--- config.mk ---
export PLATFORM = sky130hd
export DESIGN_NAME = uart_rx_core
export DESIGN_NICKNAME = d
export VERILOG_FILES = /design/src/rtl/uart_rx_core.sv
export SDC_FILE = /design/constraint.sdc
export NUM_CORES = 1
export LEC_CHECK = 0
export CORE_MARGIN = 1.5
export CORE_UTILIZATION = 52
export CTS_BUF_LIST = sky130_fd_sc_hd__clkbuf_4 sky130_fd_sc_hd__clkbuf_8
export DETAILED_ROUTE_END_ITERATION = 6
export PLACE_DENSITY = 0.78
export SYNTH_ARGS = -nofsm -noshare
export SYNTH_HDL_FRONTEND = slang
export SYNTH_SLANG_ARGS = --single-unit
--- constraint.sdc ---
create_clock -name clk -period 1.73 [get_ports clk]
set_input_delay 0.346 -clock clk [delete_from_list [all_inputs] [get_ports clk]]
set_output_delay 0.346 -clock clk [all_outputs]
set_load 0.01 [all_outputs]
--- src/rtl/uart_rx_core.sv ---
// UART receive core: 8x oversampled, majority-voted bits, optional parity,
// single-byte holding buffer with acknowledge handshake and overrun flag.
module uart_rx_core #(
  parameter int ACQ_PER_BIT = 8,
  parameter int DATA_BITS   = 8
) (
  input  logic       clk,
  input  logic       rst,
  input  logic       AcqSig_i,
  input  logic       RxEn_i,
  input  logic       Rx_i,
  input  logic       ParityEn_i,
  input  logic       ParityOdd_i,
  input  logic       RxAck_i,
  output logic [7:0] RxData_o,
  output logic       RxValid_o,
  output logic       ParityErr_o,
  output logic       FrameErr_o,
  output logic       Overrun_o,
  output logic       Busy_o
);
  localparam int CNT_W = $clog2(ACQ_PER_BIT);
  localparam int IDX_W = $clog2(DATA_BITS);
  localparam logic [CNT_W-1:0] CNT_LAST = CNT_W'(ACQ_PER_BIT - 1);
  localparam logic [IDX_W-1:0] IDX_LAST = IDX_W'(DATA_BITS - 1);

  typedef enum logic [2:0] {IDLE, START, DATA, PARITY, STOP} state_e;

  state_e           state_q, state_d;
  logic [CNT_W-1:0] cnt_q, cnt_d;
  logic [IDX_W-1:0] idx_q, idx_d;
  logic [2:0]       smp_q, smp_d;
  logic [7:0]       shf_q, shf_d;
  logic             pen_q, pen_d, pod_q, pod_d;
  logic             perr_q, perr_d, ferr_q, ferr_d;
  logic             dlv_q, dlv_d;
  logic             rx_s1_q, rx_s2_q;

  logic [7:0]       data_q, data_d;
  logic             valid_q, valid_d, operr_q, operr_d, oferr_q, oferr_d, ovr_q, ovr_d;

  logic             s5, bit_val;

  // The stop bit is decided at count 5, so its third sample is the live line.
  assign s5      = (state_q == STOP) ? rx_s2_q : smp_q[2];
  assign bit_val = (smp_q[0] & smp_q[1]) | (smp_q[0] & s5) | (smp_q[1] & s5);

  always_ff @(posedge clk or negedge rst) begin
    if (!rst) begin
      rx_s1_q <= 1'b1;
      rx_s2_q <= 1'b1;
      state_q <= IDLE;
      cnt_q   <= '0;
      idx_q   <= '0;
      smp_q   <= '0;
      shf_q   <= '0;
      pen_q   <= 1'b0;
      pod_q   <= 1'b0;
      perr_q  <= 1'b0;
      ferr_q  <= 1'b0;
      dlv_q   <= 1'b0;
      data_q  <= '0;
      valid_q <= 1'b0;
      operr_q <= 1'b0;
      oferr_q <= 1'b0;
      ovr_q   <= 1'b0;
    end else begin
      rx_s1_q <= Rx_i;
      rx_s2_q <= rx_s1_q;
      state_q <= state_d;
      cnt_q   <= cnt_d;
      idx_q   <= idx_d;
      smp_q   <= smp_d;
      shf_q   <= shf_d;
      pen_q   <= pen_d;
      pod_q   <= pod_d;
      perr_q  <= perr_d;
      ferr_q  <= ferr_d;
      dlv_q   <= dlv_d;
      data_q  <= data_d;
      valid_q <= valid_d;
      operr_q <= operr_d;
      oferr_q <= oferr_d;
      ovr_q   <= ovr_d;
    end
  end

  always_comb begin
    state_d = state_q;
    cnt_d   = cnt_q;
    idx_d   = idx_q;
    smp_d   = smp_q;
    shf_d   = shf_q;
    pen_d   = pen_q;
    pod_d   = pod_q;
    perr_d  = perr_q;
    ferr_d  = ferr_q;
    dlv_d   = 1'b0;
    if (!RxEn_i) begin
      state_d = IDLE;
      cnt_d   = '0;
      idx_d   = '0;
    end else if (AcqSig_i) begin
      if (state_q != IDLE) begin
        cnt_d = cnt_q + 1'b1;
        if (cnt_q == CNT_W'(3)) smp_d[0] = rx_s2_q;
        if (cnt_q == CNT_W'(4)) smp_d[1] = rx_s2_q;
        if (cnt_q == CNT_W'(5)) smp_d[2] = rx_s2_q;
      end
      unique case (state_q)
        IDLE: if (!rx_s2_q) begin
          state_d = START;
          cnt_d   = '0;
          pen_d   = ParityEn_i;
          pod_d   = ParityOdd_i;
          perr_d  = 1'b0;
        end
        START: if (cnt_q == CNT_LAST) begin
          state_d = bit_val ? IDLE : DATA;
          idx_d   = '0;
        end
        DATA: if (cnt_q == CNT_LAST) begin
          shf_d = {bit_val, shf_q[7:1]};
          idx_d = idx_q + 1'b1;
          if (idx_q == IDX_LAST) state_d = pen_q ? PARITY : STOP;
        end
        PARITY: if (cnt_q == CNT_LAST) begin
          perr_d  = ^shf_q ^ bit_val ^ pod_q;
          state_d = STOP;
        end
        STOP: if (cnt_q == CNT_W'(5)) begin
          ferr_d  = ~bit_val;
          dlv_d   = 1'b1;
          state_d = IDLE;
          cnt_d   = '0;
        end
        default: state_d = IDLE;
      endcase
    end
  end

  // Holding buffer: an ack in the delivery clk frees the slot for the new frame.
  always_comb begin
    data_d  = data_q;
    valid_d = valid_q;
    operr_d = operr_q;
    oferr_d = oferr_q;
    ovr_d   = ovr_q;
    if (valid_q && RxAck_i) begin
      valid_d = 1'b0;
      ovr_d   = 1'b0;
    end
    if (dlv_q) begin
      if (!valid_q || RxAck_i) begin
        data_d  = shf_q;
        operr_d = perr_q;
        oferr_d = ferr_q;
        valid_d = 1'b1;
      end else begin
        ovr_d = 1'b1;
      end
    end
  end

  assign RxData_o    = data_q;
  assign RxValid_o   = valid_q;
  assign ParityErr_o = operr_q;
  assign FrameErr_o  = oferr_q;
  assign Overrun_o   = ovr_q;
  assign Busy_o      = (state_q != IDLE);
endmodule
### After elaboration in Yosys (flattened, before gate mapping)

Cells that the tools add are included.

* output and inout port bits: 13
* input port bits: 8
* word-level logic and storage cells: 102
* register bits after elaboration: 39

* mux-type cells: 36
* bitwise logic cells: 9
* reductions and logical operators: 17
* add/sub/neg operators: 2
* equality and inequality tests: 19

Operators by type and width (count)
* $mux W3: 18
* $reduce_and A4 Y1: 7
* $eq A3 B3 Y1 const B: 5
* $ne A3 B3 Y1 const B: 5
* $pmux W3 S5: 1
* $mux W1: 13
* $pmux W3 S2: 2
* $eq A3 B2 Y1 const B: 3
* $reduce_xor A8 Y1: 1
* $reduce_and A7 Y1: 1
* $add A3 B1 Y3 const B: 2
* $ne A2 B2 Y1 const B: 3
* $reduce_and A5 Y1: 1
* $and A1 B1 Y1: 3
* $eq A3 B1 Y1 const B: 1
* $logic_not A3 Y1: 1
* $ne A3 B1 Y1 const B: 1
* $ne A3 B2 Y1 const B: 1
* $reduce_bool A3 Y1: 1
* $mux W2: 1
* $not A1 Y1: 2
* $or A1 B1 Y1: 2
* $pmux W1 S2: 1
* $reduce_and A2 Y1: 1
* other kinds (5): 6

### Depth between registers and ports, before layout

* word-level depth: 10
* gate-level depth with buffers: 7
* mapped depth without buffers: 7

### Least setup slack after synthesis

Ideal clock, no wire load.

* path kind: register to register
* start: register state_q[0]
* end: register state_q[1]
* arrival: 1.747 ns
* library setup time: 0.067 ns
* stages on the path, launching flop included: 6
* path slack: -0.083 ns
* path buffers: 0
* required time: 1.663 ns
* clock period less this slack: 1.813 ns
* path through: dfrtp_1 or3b_4 mux2_4 maj3_2 o41ai_2 a22o_1

* cells in the longest elaborated chain, start to end: 10
* elaborated cells between the ends (all ways): 22
* those cells by class: 10 x eq/ne; 6 x mux; 4 x bitwise; 2 x reduce/logical

RTL lines
* start, declared: RTL line 29 `state_e state_q, state_d;`
* start signal, assigned: RTL line 70 `state_q <= state_d;`
* $eq A3 B3 Y1: RTL line 45, 110
* $mux W1: RTL line 45 `assign s5 = (state_q == STOP) ? rx_s2_q : smp_q[2];`
* $and A1 B1 Y1: RTL line 46 `assign bit_val = (smp_q[0] & smp_q[1]) | (smp_q[0] & s5) | (smp_q[1] & s5);`
* $or A1 B1 Y1 (2 in a row): RTL line 46
* $mux W2: RTL line 119 `state_d = bit_val ? IDLE : DATA;`
* $mux W3: RTL line 118 `START: if (cnt_q == CNT_LAST) begin`
* $pmux W3 S5: RTL line 110 `unique case (state_q)`
* $mux W3: RTL line 103 `end else if (AcqSig_i) begin`
* $mux W3: RTL line 99 `if (!RxEn_i) begin`

Several ways; a longest one is shown, not always the timed one. The select of a mux whose other input is x is not followed.
A chain may end at the register's enable or synchronous reset.

### Final worst setup path

* start: register state_q[2]
* end: output port Busy_o

* cells in the longest elaborated chain, start to end: 1

RTL lines
* $reduce_bool A3 Y1: RTL line 170 `assign Busy_o = (state_q != IDLE);`
* end, declared: RTL line 20 `output logic Busy_o`

No other way between the ends.

==> summary.md <==
| Metric | Value |
|---|---|
| Status | `finished, violations left` |
| Violated checks | `setup timing` |
| All-layer global routing usage | `a little under a fifth` |
| P_leak | `0.00114 uW` |
| Clk Latency, worst-skew pair | `~350 ps` |
| Buffers added on ports | `20` |
| Slew Viols, Final | `0` |
| Final Cycle Share | `111%` |
| WL per Instance | `~15 um` |
| Worst-path clk slew | `110 ps` |
| Cell Area, Synth | `0.00182 mm^2` |
| Ys flop type | `dfrtp_1` |
| Power density cells | `approximately 730 mW/mm^2` |
| Most common cell after layout, fill and taps aside | `dfrtp_1` |
| CP required | `1380 ps` |
| Max-slew headroom | `67.6%` |
| Pre-antenna DRT Iters | `4` |
| Synth warn | `0` |
| First-pass GRT wire length | `5240 um` |
| Mapped Cells | `146` |
| Post-synth net total | `roughly 160` |
| Avg Synthesized Cell Area | `around 12 um^2` |
| CP Launch Type | `flip-flop` |
| Core ar. | `0.00334 mm^2` |
| Crit path DAT | `1570 ps` |
| Max cap viols | `0` |
| CTS tree | `yes` |
| Largest net degree at the start of global routing | `40` |
| Gpl congestion | `just over 0.8` |
| Die width | `slightly above 60 um` |
| CP Capture Type | `output pin` |
| Root Buffer | `clkbuf_4` |
| Setup Viol. Count Final | `9` |
| Min Tclk post-route | `1910 ps` |
| Top Ports | `21` |
| Routed wire length | `approximately 3500 um` |
| TNS Setup | `-1130 ps` |
| CP Max Fanout | `4` |
| DRT iter0 DRCs | `31` |
| Die height | `62.1 um` |
| Clock Path Buffers | `2` |
| Row count | `21` |
| Maximum VDD drop | `around 570 uV` |
| Layout area overhead | `30.7%` |
| Synth Register Bits | `39` |
| Hold Fails Final Rpt | `0` |
| Setup Skew | `5.82 ps` |
| Starting Density | `54.4%` |
| CTS Sinks | `39` |
| DRC Markers | `0` |
| Crit path kind | `flip-flop to output pin` |
| Setup ws final | `-182 ps` |
| GRT overflow | `0` |
| Asr flop ratio synth | `100%` |
| Hold Crit Class | `flip-flop to flip-flop` |
| CTS HTree Levels | `2` |
| FMAX | `523 MHz` |
| Diode count | `0` |
| Sequential share of the synthesized area | `roughly 54%` |
| Number of synthesized flops with an enable pin | `0` |
| Die Area | `0.00385 mm^2` |
| Final nets | `208` |
| Total number of vias | `approximately 1300` |
| Layout cells sized above 1 | `36.6%` |
| Most frequent cells in the layout | `dfrtp_1, mux2_2, clkdlybuf4s50_1, buf_4, nand2_1` |
| Pwr Total | `~1700 uW` |
| Worst-Margin Slew | `483 ps` |
| RSZ-0062 raised after global routing | `true` |
| Inserted Clock Buffers | `5` |
| Antenna violations before repair | `0` |
| DP HPWL | `2380 um` |
| Vias per cell | `5.33` |
| Post-synth cell types | `34` |
| DRT antenna net count | `0` |
| Vias in the first global route | `around 1200` |
-- cell families after synthesis --
kind of cell    count (synthesis)  synth area share [%]
compound gates                 21                  8.68
xor+xnor                        9                  5.10
fa+ha+maj                       8                  5.44
buf+inv                        10                  2.07
flops                          39                  53.9
mux                            24                  15.1
simple gates                   35                  9.72
-- per-stage QoR --
step / area, um^2 / cells / setup WS [ps] / hold slack, ps / util [%]
floorplan: 1820 / 146 / -69.2 / 50.4 / -
global placement: 2180 / 222 / -85.5 / 326 / 65.4
detailed placement: 2180 / 222 / -137 / 326 / 65.4
CTS: 2260 / 231 / -165 / 364 / 67.8
global route: 2370 / 240 / -239 / 369 / 71.1
finish: 2370 / 240 / -182 / 363 / 71.1
-- flip-flops by register name, indices dropped and copies added, names as in the netlist, 3 cells and up --
signal	cells
RxData_o	8
smp_q	3
idx_q	3
state_q	3
cnt_q	3
shf_q	8
-- cell usage after synthesis, drive strengths merged (2+ instances only) --
cell type  instances  area [um^2]
nand3              4         20.0
ha                 7         87.6
a21oi              5         25.0
o31a               2         17.5
dfstp              2         52.6
a22o               4         35.0
o21ai              3         15.0
nor3               4         20.0
or3                2         12.5
nand2b             2         12.5
nand2             11         41.3
xnor2              7         61.3
inv                6         22.5
a32o               2         20.0
nor2               6         22.5
dfrtp             37          926
mux2              24          274
clkbuf             3         11.3
-- per-layer routing --
metal / track usage (%) / vias to the layer above / part of all wire, %
met5: 0 / - / 0
met4: 6.38 / 0 / 1.6
met3: 6.21 / 8 / 3.8
met2: 30.1 / 27 / 49
met1: 24.3 / 629 / 45
li1: - / 616 / -
-- final timing paths --
path	from	end	slack, ps	cells past startpoint
worst max-delay path	state_q[2]$_DFFE_PN0P_	Busy_o	-180	4
worst min-delay path	rx_s1_q$_DFF_PN1_	rx_s2_q$_DFF_PN1_	360	0
worst max register to register	state_q[1]$_DFFE_PN0P_	perr_q$_DFFE_PN0P_	-170	5
worst min register to register	rx_s1_q$_DFF_PN1_	rx_s2_q$_DFF_PN1_	360	0
max in group asynchronous	rst	rx_s1_q$_DFF_PN1_	990	3
min in group asynchronous	rst	smp_q[2]$_DFFE_PN0P_	480	3
-- cell type report --
class	instances	area [um^2]
clock buffer	6	45.0
timing repair buffer	44	415
inverter	6	22.5
multi-input combinational	97	842
tap	46	57.6
clock inverter	2	12.5
sequential	39	978
fill	231	963
-- power breakdown --
part,total (uW),switching [uW],internal (uW)
logic,297,138,159
clock network,472,299,172
registers,961,19.2,942
-- repair_timing --
action                                 CTS  global route
setup buffers                            0             9
gates resized for setup                  8            10
hold buffers                             1             0
setup endpoints to repair               11            16
endpoints found under the hold margin   37             0
pin swaps                                0             3
-- critical path, stage by stage (launching register included) --
cell,delay (ps)
dfrtp_1,420
buf_4,140
buf_4,120
or3_4,400
buf_6,140
Note: power is estimated with default switching activity, not from simulation.
